<file path="src/rtl/iface_array_reader.sv">
// iface_array_reader: snapshots a packed [ROWS][COLS] array of ID words and
// streams it row-major over a valid/ready port. Each element is checked
// against its expected ID {row, col}, and the mismatches are counted.
module iface_array_reader #(
    parameter int ROWS = 3,
    parameter int COLS = 2,
    parameter int W    = 16
) (
    input  logic                   clk,
    input  logic                   rst_n,
    input  logic                   start_i,
    input  logic [ROWS*COLS*W-1:0] arr_i,
    output logic                   busy_o,
    output logic                   out_valid_o,
    input  logic                   out_ready_i,
    output logic [W-1:0]           out_data_o,
    output logic [7:0]             out_row_o,
    output logic [7:0]             out_col_o,
    output logic                   out_last_o,
    output logic                   done_o,
    output logic                   pass_o,
    output logic [7:0]             mismatch_cnt_o
);

    typedef enum logic [1:0] {S_IDLE, S_SEND, S_DONE} state_t;

    state_t                 r_state;
    state_t                 w_state_nxt;
    logic [ROWS*COLS*W-1:0] r_snap;
    logic [7:0]             r_row;
    logic [7:0]             r_col;
    logic [7:0]             r_cnt;
    logic                   r_pass;

    logic [31:0]            w_idx;
    logic [W-1:0]           w_elem;
    logic [W-1:0]           w_exp;
    logic                   w_last;
    logic                   w_xfer;
    logic                   w_mis;
    logic [7:0]             w_cnt_nxt;

    // Row/col never leave the array range: they wrap to [0][0] on the last
    // transfer, so the element mux index is always in bounds.
    assign w_idx     = 32'(r_row) * 32'(COLS) + 32'(r_col);
    assign w_elem    = r_snap[w_idx*W +: W];
    assign w_exp     = W'({r_row, r_col});
    assign w_last    = (r_row == 8'(ROWS-1)) && (r_col == 8'(COLS-1));
    assign w_xfer    = (r_state == S_SEND) && out_ready_i;
    assign w_mis     = (w_elem != w_exp);
    assign w_cnt_nxt = (w_mis && (r_cnt != 8'hFF)) ? r_cnt + 8'd1 : r_cnt;

    // State register.
    always_ff @(posedge clk or negedge rst_n) begin
        if (!rst_n) r_state <= S_IDLE;
        else        r_state <= w_state_nxt;
    end

    // Next-state logic: IDLE -> SEND -> DONE (one cycle) -> IDLE.
    always_comb begin
        w_state_nxt = r_state;
        case (r_state)
            S_IDLE:  if (start_i) w_state_nxt = S_SEND;
            S_SEND:  if (out_ready_i && w_last) w_state_nxt = S_DONE;
            S_DONE:  w_state_nxt = S_IDLE;
            default: w_state_nxt = S_IDLE;
        endcase
    end

    // Datapath: snapshot on start, advance the index and count mismatches on
    // each transfer. The pass flag is latched with the last transfer, so it is
    // already valid in the DONE cycle alongside done_o.
    always_ff @(posedge clk or negedge rst_n) begin
        if (!rst_n) begin
            r_snap <= '0;
            r_row  <= '0;
            r_col  <= '0;
            r_cnt  <= '0;
            r_pass <= 1'b0;
        end else if (r_state == S_IDLE && start_i) begin
            r_snap <= arr_i;
            r_row  <= '0;
            r_col  <= '0;
            r_cnt  <= '0;
            r_pass <= 1'b0;
        end else if (w_xfer) begin
            r_cnt <= w_cnt_nxt;
            if (w_last) begin
                r_row  <= '0;
                r_col  <= '0;
                r_pass <= (w_cnt_nxt == 8'd0);
            end else if (r_col == 8'(COLS-1)) begin
                r_col <= '0;
                r_row <= r_row + 8'd1;
            end else begin
                r_col <= r_col + 8'd1;
            end
        end
    end

    // Outputs are purely registered state, so there is no path from ready
    // to valid. The payload is zeroed whenever valid is low.
    assign out_valid_o    = (r_state == S_SEND);
    assign busy_o         = (r_state != S_IDLE);
    assign done_o         = (r_state == S_DONE);
    assign out_data_o     = out_valid_o ? w_elem : '0;
    assign out_row_o      = out_valid_o ? r_row  : '0;
    assign out_col_o      = out_valid_o ? r_col  : '0;
    assign out_last_o     = out_valid_o && w_last;
    assign pass_o         = r_pass;
    assign mismatch_cnt_o = r_cnt;

endmodule
</file>
<file path="config.mk">
export PLATFORM = sky130hd
export DESIGN_NAME = iface_array_reader
export DESIGN_NICKNAME = d
export VERILOG_FILES = /design/src/rtl/iface_array_reader.sv
export SDC_FILE = /design/constraint.sdc
export NUM_CORES = 1
export LEC_CHECK = 0
export ABC_AREA = 1
export BUFFER_PORTS_ARGS = -buffer_cell sky130_fd_sc_hd__buf_4
export CORE_MARGIN = 1.5
export CORE_UTILIZATION = 30
export CTS_CLUSTER_SIZE = 16
export DETAILED_ROUTE_END_ITERATION = 8
export PLACE_DENSITY = 0.57
export REMOVE_ABC_BUFFERS = 1
export SYNTH_ARGS = -nofsm -noshare
export SYNTH_HDL_FRONTEND = slang
export SYNTH_SLANG_ARGS = --single-unit
</file>
<file path="constraint.sdc">
create_clock -name clk -period 4.75 [get_ports clk]
set_input_delay 0.475 -clock clk [delete_from_list [all_inputs] [get_ports clk]]
set_output_delay 0.475 -clock clk [all_outputs]
set_load 0.005 [all_outputs]
</file>
==> results of run 1 <==
==> cell usage after synthesis (3+ instances only) <==
cell / instances / share of area, %
a21oi_1: 16 / 1.2
buf_2: 10 / 0.75
buf_4: 6 / 0.67
clkbuf_1: 25 / 1.4
clkinv_1: 3 / 0.17
dfrtp_1: 123 / 46
ha_1: 8 / 1.5
inv_1: 81 / 4.5
inv_2: 4 / 0.22
nand2_1: 399 / 22
nand3_1: 38 / 2.8
nand3b_1: 3 / 0.34
nand4_1: 4 / 0.37
nor2_1: 97 / 5.4
nor3_1: 11 / 0.82
nor4_1: 5 / 0.47
o211ai_1: 7 / 0.79
o21a_1: 12 / 1.3
o21ai_0: 53 / 4.0
o21ai_1: 7 / 0.52
o22ai_1: 10 / 0.94
or2_2: 4 / 0.37
xnor2_1: 3 / 0.39
xor2_1: 5 / 0.66
==> per-layer routing <==
metal	track usage, %	vias to the layer above	part of all wire [%]
li1	-	3208	-
met1	24.32	2870	48
met2	28.21	173	45
met3	4.977	15	5.9
met4	4.531	0	1.1
met5	0	-	0
==> report_power, final <==
part	internal [mW]	switching [mW]
logic	1.21	2.13
registers	1.51	0.283
clock network	0.863	0.480
==> sequential cells by signal, indices dropped and copies added (netlist names) <==
| register | cells |
|---|---|
| r_row | 8 |
| mismatch_cnt_o | 8 |
| r_snap | 96 |
| pass_o | 1 |
| r_state | 2 |
| r_col | 8 |
==> layout make-up <==
type / count / share of cell area [%]
Sequential cell: 123 / 35.87
Timing Repair Buffer: 151 / 13.21
Inverter: 88 / 3.877
Tap cell: 280 / 4.081
Clock buffer: 21 / 5.480
Clock inverter: 11 / 1.662
Multi-Input combinational cell: 693 / 35.83
==> path summary, 6_finish.rpt <==
kind	depth (start not counted)	from	end	slack [ns]
max	9	r_row[0]$_DFFE_PN0P_	out_data_o[4]	1.28
min	1	rst_n	r_snap[21]$_DFFE_PN0P_	0.06
max reg2reg	20	r_row[0]$_DFFE_PN0P_	pass_o$_DFFE_PN0P_	1.29
min reg2reg	2	r_snap[2]$_DFFE_PN0P_	r_snap[2]$_DFFE_PN0P_	0.47
max in group asynchronous	2	rst_n	r_snap[10]$_DFFE_PN0P_	3.69
min in group clk	3	arr_i[72]	r_snap[72]$_DFFE_PN0P_	0.25
==> logic make-up after synthesis <==
group / count (synthesis) / synth area share, %
xor+xnor: 8 / 1.048
flops: 123 / 46.04
simple gates: 567 / 33.86
compound gates: 109 / 9.265
fa+ha+maj: 9 / 1.797
buf+inv: 131 / 7.992
==> stage by stage <==
stage / util [%] / hold slack, ns / worst slack (ns) / power (mW)
3_3_place_gp: 36.53 / 0.4580 / 1.336 / 5.139
6_report: 39.34 / 0.05729 / 1.276 / 6.479
3_5_place_dp: 36.53 / 0.4603 / 1.249 / 5.173
5_1_grt: 39.34 / 0.09166 / 0.9299 / 7.106
4_1_cts: 39.34 / 0.06844 / 1.212 / 6.549
2_1_floorplan: - / 0.1794 / 1.113 / 3.928
==> cells in the final DEF (no fill, tap or decap), types with 8 or more instances in the layout <==
cell type	instances
a21oi_1	16
nor3_1	11
nand2_1	398
clkbuf_16	17
o21ai_0	53
o22ai_1	10
inv_1	81
ha_1	8
nand3_1	38
o21a_1	12
buf_4	151
nor2_1	97
dfrtp_1	122
==> metrics.csv, run 1 <==
metric,value,unit
run_status,completed,
yosys_most_used_dff,dfrtp_1,
worst_hold_path_type,input port to asynchronous set/reset pin,
synth_warnings,0,
clock_skew,0.005664,ns
drt_pass1_iterations,5,
place_area,0.007971,sq mm
fin_crit,3.474,ns
final_area,0.008584,sq mm
dpl.cell_count,1335,
via_per_inst,4.584,
tns,0,ns
endpoint_kind,primary output,
start_util,30.63,%
track_usage,17.93,%
grt.overflow.total,0,
htree_levels,4,
synthesis.instances,947,
crit_family,simple AND/OR/NAND/NOR gates,
hold_viol,0,
numPortBuffers,144,
postCtsHoldBufs,0,
cts_resized,0,
ys_types,36,
synthArstFlopShare,100.0,%
cts.clk_slew.worst_paths,0.06,ns
drc_errors,0,
slew-limit-headroom,49.01,%
leakagePower,4.494,nW
syn-cell-area,0.006685,sq mm
cts_tree,yes,
dp_hpwl,14.04,mm
worst-path-buf-inv,1,
nets,1183,
area_delta_synth_final,28.41,%
p_per_area,754.7,mW/mm^2
crit_slowest_cell,fa_1,
die_area,0.02319,sq mm
core,0.02182,sq mm
multi_input_area,0.003075,sq mm
syn-mean-instance-area,7.059,sq um
rows,54,
vias,6266,
grt_pass1_wl,33.06,mm
ys_ff_latch,123,
slew_viol_final,0,
maxCapViolations,0,
crit_fanout,16,
cts.sinks,123,
first_iter_violations,383,
grt_pass1_vias,6302,
root_buffer,clkbuf_16,
antenna_left,0,
critPathMaxStageDelay,0.58,ns
grt_setup_unrepaired,false,
clk_path_buf_depth,2,
fp.dieH,152.3,microns
clock_latency,0.42,ns
required,4.28,ns
worstSetupPathType,flip-flop to primary output,
regArea,0.003079,sq mm
start_kind,flip-flop,
n_fill_cell,2347,
tightest_slew,0.7648,ns
postCtsSetupBuffers,0,
wirelength,19.96,mm
antenna_found_initial,0,
synth_edf_count,0,
layoutNonFillerInstCount,1367,
die_w,152.3,microns
drive_gt1_share,18.12,%
ys_seq_area_share,46.04,%
wl_per_cell,14.60,microns
setup-violations-final,0,
cts_inserted_buffers,17,
gp_congestion,0.8305,
crit_path_cell_trace,ha_1 > fa_1 > nor2_4 > o21a_1 > o21ai_0 > nand2_1 > nand2_1 > nor2_1 > buf_4,
fmax,287.8,MHz
vdd_ir_drop_max,0.3307,mV
grt_max_degree,86,
crit_arrival,3.00,ns
cp_common_cell,nand2_1,
fin_crit_sh,73.14,%
antenna_cells,0,
ios,145,
Note: power is estimated with default switching activity, not from simulation.
==> inputs of run 2 (changes only) <==
PLACE_DENSITY = 0.59   (was 0.57)
clock period = 2.93 ns   (was 4.75 ns; I/O delays follow)
==> run 2 against run 1 <==
Compared with the run above:
- the flow now finishes with violations (negative setup slack)
- via count grew 2.8%
- final area grew 9.1%
- setup slack got worse by 1.4 ns
- clock power grew 53%
- cell count grew 4.0%
- total power grew 90%
- global-route usage about the same
- critical path depth up 12
- sequential power up 58%
- count of clock-buffer cells in the layout increased by 2
- register-to-register slack worse by 1.4 ns
- largest power group unchanged
==> metrics.csv, run 2 (synthesized netlist as in run 1, its figures left out) <==
metric,value,unit,change
run_status,finished with violations,,
violations,negative setup slack,,
worst_hold_path_type,input port to flip-flop,,
worstSetupPathType,flip-flop to flip-flop,,
crit_path_cell_trace,ha_2 > fa_2 > inv_4 > buf_6 > nor2_2 > nand2_1 > nand2_1 > nand2_1 > nand2_2 > nand2_1 > nand2_1 > nand2_1 > nor2_2 > nand2_1 > nor2_2 > nand2_2 > buf_12 > nand2_4 > nand2_2 > buf_4 > a22o_1,,
maxCapViolations,0,,unchanged
endpoint_kind,flip-flop,,
layoutNonFillerInstCount,1421,,+4.0%
gp_congestion,0.8876,,+6.9%
total_power,12.32,mW,+90%
core,0.02182,sq mm,unchanged
start_util,30.63,%,unchanged
leakagePower,4.822,nW,+7.3%
fmax,324.0,MHz,
grt_pass1_wl,32.93,mm,-0.38%
ios,145,,unchanged
p_per_area,1315,mW/mm^2,+74%
clock_skew,0.01004,ns,+0.004379 ns
crit_fanout,5,,-11
wirelength,20.08,mm,+0.60%
layout_commonest_cell,nand2_1,,
worst_slack,-0.1561,ns,-1.432 ns
vias,6441,,+2.8%
hold_end,r_snap[62]$_DFFE_PN0P_,,
cts.sinks,123,,unchanged
slew_viol_final,0,,unchanged
area_delta_synth_final,40.15,%,
whs_path_depth,3,,
dp_hpwl,14.69,mm,+4.6%
antenna_found_initial,0,,unchanged
first_iter_violations,371,,-3.1%
final_cell_mix,"370 x nand2_1, 180 x buf_4, 122 x dfrtp_1",,
multi_input_area,0.003337,sq mm,+8.5%
slew-limit-headroom,46.24,%,-2.8 points
drive_gt1_share,27.26,%,+9.1 points
reg2reg_depth,21,,+5.0%
regArea,0.003079,sq mm,unchanged
startpoint,r_row[0]$_DFFE_PN0P_,,
grt_pass1_vias,6342,,+0.63%
crit_arrival,3.39,ns,+0.39 ns
wl_per_cell,14.13,microns,-3.2%
hold_viol,0,,unchanged
cp_common_cell,nand2_1,,
fp.dieH,152.3,microns,unchanged
grt.overflow.total,0,,unchanged
hold_start,arr_i[62],,
fin_crit,3.086,ns,
n_fill_cell,2236,,-4.7%
tightest_slew,0.8064,ns,+0.04163 ns
root_buffer,clkbuf_16,,
worst-path-buf-inv,4,,+3
r2r_end,mismatch_cnt_o[6]$_DFFE_PN0P_,,
htree_levels,4,,unchanged
numPortBuffers,144,,unchanged
crit_slowest_cell,fa_2,,
grt_max_degree,60,,-30%
dpl.cell_count,1376,,+3.1%
required,3.24,ns,-1.04 ns
track_usage,17.91,%,about the same
fin_crit_sh,105.3,%,
start_kind,flip-flop,,
cts.clk_slew.worst_paths,0.06,ns,about the same
setup-violations-final,9,,+9
nets,1238,,+4.6%
grt_setup_unrepaired,true,,
r2r_slack,-0.16,ns,-1.45 ns
crit_family,simple AND/OR/NAND/NOR gates,,
clk_path_buf_depth,2,,unchanged
largest_reg_flops,96,,unchanged
cts_inserted_buffers,17,,unchanged
antenna_cells,0,,unchanged
die_w,152.3,microns,unchanged
die_area,0.02319,sq mm,unchanged
clock_latency,0.42,ns,about the same
antenna_left,0,,unchanged
drc_errors,0,,unchanged
via_per_inst,4.533,,-1.1%
dp_slack,-0.3026,ns,-1.552 ns
drt_pass1_iterations,5,,unchanged
critPathMaxStageDelay,0.64,ns,+0.06 ns
cts_tree,yes,,
r2r-start,r_row[0]$_DFFE_PN0P_,,
rows,54,,unchanged
max_flop_register,r_snap,,
hold_ws,0.06461,ns,+0.007323 ns
vdd_ir_drop_max,0.5136,mV,+55%
==> run 2: cell types whose count changed in the layout (fill, tap and decap cells not counted), sizes merged <==
cell	previous run	this run
nand2	401	402
bufinv	3	2
clkinv	6	8
dlygate4sd3	0	1
clkbuf	21	23
clkinvlp	5	1
buf	151	204
==> run 2: worst max path at each step <==
stage | slack (ns) | cells past startpoint | endpoint
5_1_grt | -0.36 | 24 | pass_o$_DFFE_PN0P_
6_report | -0.16 | 21 | mismatch_cnt_o[6]$_DFFE_PN0P_
3_5_place_dp | -0.30 | 23 | pass_o$_DFFE_PN0P_
4_1_cts | -0.17 | 23 | pass_o$_DFFE_PN0P_
3_3_place_gp | -0.21 | 23 | pass_o$_DFFE_PN0P_
2_1_floorplan | -0.64 | 7 | r_row[7]$_DFFE_PN0P_
==> run 2: repair_timing <==
item                       in CTS  in global routing
setup endpoints to repair      24                 24
pin swaps                      37                 37
gates cloned                    1                  0
setup buffers                   7                  5
hold buffers                    1                  0
resized for setup              58                 44
hold endpoints to repair       54                  0
==> run 2: routing by layer <==
layer | vias up | share of wire, % | wire length [microns] | track usage [%]
met5 | - | 0 | 0 | 0
met1 | 2948 | 48 | 9734 | 24.72
met2 | 154 | 46 | 9148 | 28.08
met3 | 22 | 4.5 | 902 | 3.783
li1 | 3317 | - | - | -
met4 | 0 | 1.5 | 294 | 5.640
==> run 2: layout make-up <==
| class | count | share of cell area [%] |
|---|---|---|
| Timing Repair Buffer | 205 | 18.11 |
| Clock buffer | 23 | 5.101 |
| Multi-Input combinational cell | 694 | 35.62 |
| Clock inverter | 8 | 0.9882 |
| Inverter | 88 | 3.579 |
| Tap cell | 280 | 3.739 |
| Sequential cell | 123 | 32.87 |
==> run 2: metrics by stage <==
step,utilization [%],area (sq um),TNS [ns]
floorplan,-,6481,-8.842
global placement,38.28,8354,-0.8138
detailed placement,38.28,8354,-1.681
CTS,42.15,9198,-0.7107
global route,42.93,9369,-3.524
finish,42.93,9369,-0.5728
==> run 2: worst min-delay path, stage by stage <==
cell	delay, ns
buf_4	0.08
nand2_1	0.04
nand2_1	0.05
==> run 2: power by group <==
part | internal, mW | switching [mW]
Combinational | 3.26 | 4.19
Sequential | 2.45 | 0.380
Clock | 1.31 | 0.743
Total | 7.01 | 5.31
==> inputs of run 3 (changes only) <==
ABC_AREA = default   (was 1)
==> run 3 against run 2 <==
Compared with the run above:
- synthesized area is 2.9% higher
- the flow still finishes with violations (negative setup slack)
- maximum frequency fell by 20%
- total power fell by 8.9%
- sequential share of layout area hardly changed
- cell count fell by 11%
- count of clock-buffer cells in the layout down 4
- synthesized cell count decreased by 16%
- setup slack lost 0.76 ns
- wire length is 0.57% lower
- via count decreased by 6.5%
- hold slack got worse by 0.0091 ns
- highest routed layer unchanged
- non-clock buffer count increased by 6
==> metrics.csv, run 3 <==
metric,value,unit,change
wl_per_cell,15.72,microns,+11%
p_per_area,1198,mW/mm^2,-8.9%
worstSetupPathType,flip-flop to flip-flop,,
syn-mean-instance-area,8.695,sq um,+23%
grt.overflow.total,0,,unchanged
via_per_inst,4.741,,+4.6%
fin_crit,3.849,ns,+0.7631 ns
slew-limit-headroom,59.60,%,+13 points
die_w,154.4,microns,+1.4%
violations,negative setup slack,,
grt_max_degree,63,,+5.0%
start_util,30.47,%,-0.16 points
wirelength,19.97,mm,-0.57%
htree_levels,4,,unchanged
cts.clk_slew.worst_paths,0.06,ns,about the same
ys_types,68,,+89%
crit_arrival,4.17,ns,+0.78 ns
ys_top_cells_by_area,"dfrtp_1 45%, nand2_1 17%, mux4_2 3.3%, mux2i_1 2.9%, nor2_1 2.2%",,
vdd_ir_drop_max,0.4631,mV,-9.8%
grt_pass1_wl,31.59,mm,-4.1%
largest_reg_flops,96,,unchanged
layout_commonest_cell,nand2_1,,
area_delta_synth_final,36.27,%,
run_status,finished with violations,,
cts_inserted_buffers,17,,unchanged
crit_path_cell_trace,ha_4 > fa_2 > buf_6 > mux2_4 > mux4_2 > or4_4 > o311a_4 > a2111oi_4 > nand2_2 > a211oi_2 > a41oi_2 > o31ai_2,,
fmax,259.8,MHz,-20%
worst_slack,-0.9193,ns,-0.7631 ns
setup-violations-final,23,,+14
yosysMostFrequentCell,nand2_1,,
antenna_found_initial,0,,unchanged
grt_pass1_vias,5843,,-7.9%
first_iter_violations,313,,-16%
antenna_left,0,,unchanged
layoutNonFillerInstCount,1270,,-11%
synthesis.instances,791,,-16%
gp_congestion,0.8597,,-3.1%
drive_gt1_share,31.98,%,+4.7 points
rows,55,,+1.9%
worst_hold_path_type,input port to flip-flop,,
max_flop_register,r_snap,,
required,3.26,ns,+0.02 ns
synth_top_cell_area_share,44.75,%,-1.3 points
cts.sinks,123,,unchanged
ys_ff_latch,123,,unchanged
crit_slowest_cell,fa_2,,
antenna_cells,0,,unchanged
synthArstFlopShare,100.0,%,unchanged
core,0.02257,sq mm,+3.4%
numPortBuffers,144,,unchanged
yosys_most_used_dff,dfrtp_1,,
synth_common_cells,"306 x nand2_1, 123 x dfrtp_1, 41 x nor2_1",,
vias,6021,,-6.5%
drt_pass1_iterations,4,,-1
syn-cell-area,0.006878,sq mm,+2.9%
n_fill_cell,2280,,+2.0%
start_kind,flip-flop,,
crit_fanout,5,,unchanged
tns,-10.32,ns,-9.747 ns
endpoint_kind,flip-flop,,
nets,1081,,-13%
hold_ws,0.05553,ns,-0.009077 ns
final_cell_mix,"304 x nand2_1, 194 x buf_4, 123 x dfrtp_1",,
drc_errors,0,,unchanged
root_buffer,clkbuf_16,,
tightest_slew,0.6038,ns,-0.2027 ns
dpl.cell_count,1228,,-11%
grt_setup_unrepaired,true,,
ios,145,,unchanged
synth_warnings,0,,unchanged
clock_skew,0.01502,ns,+0.004981 ns
critPathMaxStageDelay,0.61,ns,-0.03 ns
track_usage,17.12,%,-0.80 points
maxCapViolations,0,,unchanged
die_area,0.02384,sq mm,+2.8%
fp.dieH,154.4,microns,+1.4%
clk_path_buf_depth,2,,unchanged
cts_tree,yes,,
synth_edf_count,0,,unchanged
dp_slack,-0.9585,ns,-0.6558 ns
synth_top_area_cell,dfrtp_1,,
clock_latency,0.42,ns,about the same
total_power,11.23,mW,-8.9%
ys_seq_area_share,44.75,%,-1.3 points
hold_viol,0,,unchanged
fin_crit_sh,131.4,%,+26 points
dp_hpwl,14.73,mm,+0.29%
slew_viol_final,0,,unchanged
leakagePower,4.637,nW,-3.8%
## run 3: report_power, final
| part | total [mW] | internal [mW] | switching, mW |
|---|---|---|---|
| clock | 1.97 | 1.19 | 0.785 |
| combinational | 6.43 | 3.15 | 3.27 |
| sequential | 2.82 | 2.39 | 0.434 |
## run 3: final cells by class
cell class,instances,area [sq um],area share (%)
well taps,285,356.6,3.805
inverters,12,45.04,0.4806
flip-flops and latches,123,3078,32.84
clock inverters,13,120.1,1.282
repair buffers,211,1689,18.02
clock buffers,19,442.9,4.726
multi-input cells,607,3641,38.85
## run 3: final timing paths
check / start / end / slack [ns] / cells after the start
worst max-delay path: r_col[1]$_DFFE_PN0P_ / pass_o$_DFFE_PN0P_ / -0.92 / 12
worst max register to register: r_col[1]$_DFFE_PN0P_ / pass_o$_DFFE_PN0P_ / -0.92 / 12
worst min register to register: r_snap[90]$_DFFE_PN0P_ / r_snap[90]$_DFFE_PN0P_ / 0.47 / 2
min in group asynchronous: rst_n / mismatch_cnt_o[7]$_DFFE_PN0P_ / 0.40 / 2
worst min-delay path: arr_i[11] / r_snap[11]$_DFFE_PN0P_ / 0.06 / 3
max in group asynchronous: rst_n / r_snap[55]$_DFFE_PN0P_ / 1.78 / 3
## run 3: kinds of logic after synthesis
| group | share of synthesized area (%) |
|---|---|
| AO/OA/AOI/OAI | 9.114 |
| multiplexers | 7.659 |
| flip-flops | 44.75 |
| adder cells (fa/ha/maj) | 1.746 |
| buffers and inverters | 5.639 |
| AND/OR/NAND/NOR | 28.16 |
| XOR/XNOR | 2.929 |
## run 3: what timing repair did
action,in CTS,in global routing
cloned,0,1
endpoints found under the setup margin,25,25
buffers inserted,6,4
pin swaps,12,10
hold buffers,1,0
gates resized for setup,43,32
hold endpoints to repair,34,0
## run 3: stage by stage
| stage | util, % | instance area [sq um] |
|---|---|---|
| finish | 41.52 | 9373 |
| global route | 41.52 | 9373 |
| CTS | 40.80 | 9209 |
| detailed placement | 37.47 | 8458 |
| global placement | 37.47 | 8458 |
| floorplan | - | 6535 |
## run 3: worst max-delay path: cells and delay by family (launching register included)
family	cells	cell delay [ns]
DFF	1	0.41
buffers and inverters	1	0.14
muxes	2	0.77
AOI/OAI and AO/OA	5	1.03
and+or+nand+nor	2	0.62
adders and majority gates	2	0.79
## run 3: per-layer routing
layer	up-vias	global-route usage, %	wire length (microns)
li1	2999	-	-
met1	2863	23.37	9250
met2	147	26.71	9266
met3	12	4.175	1240
met4	0	5.449	208
met5	-	0	0
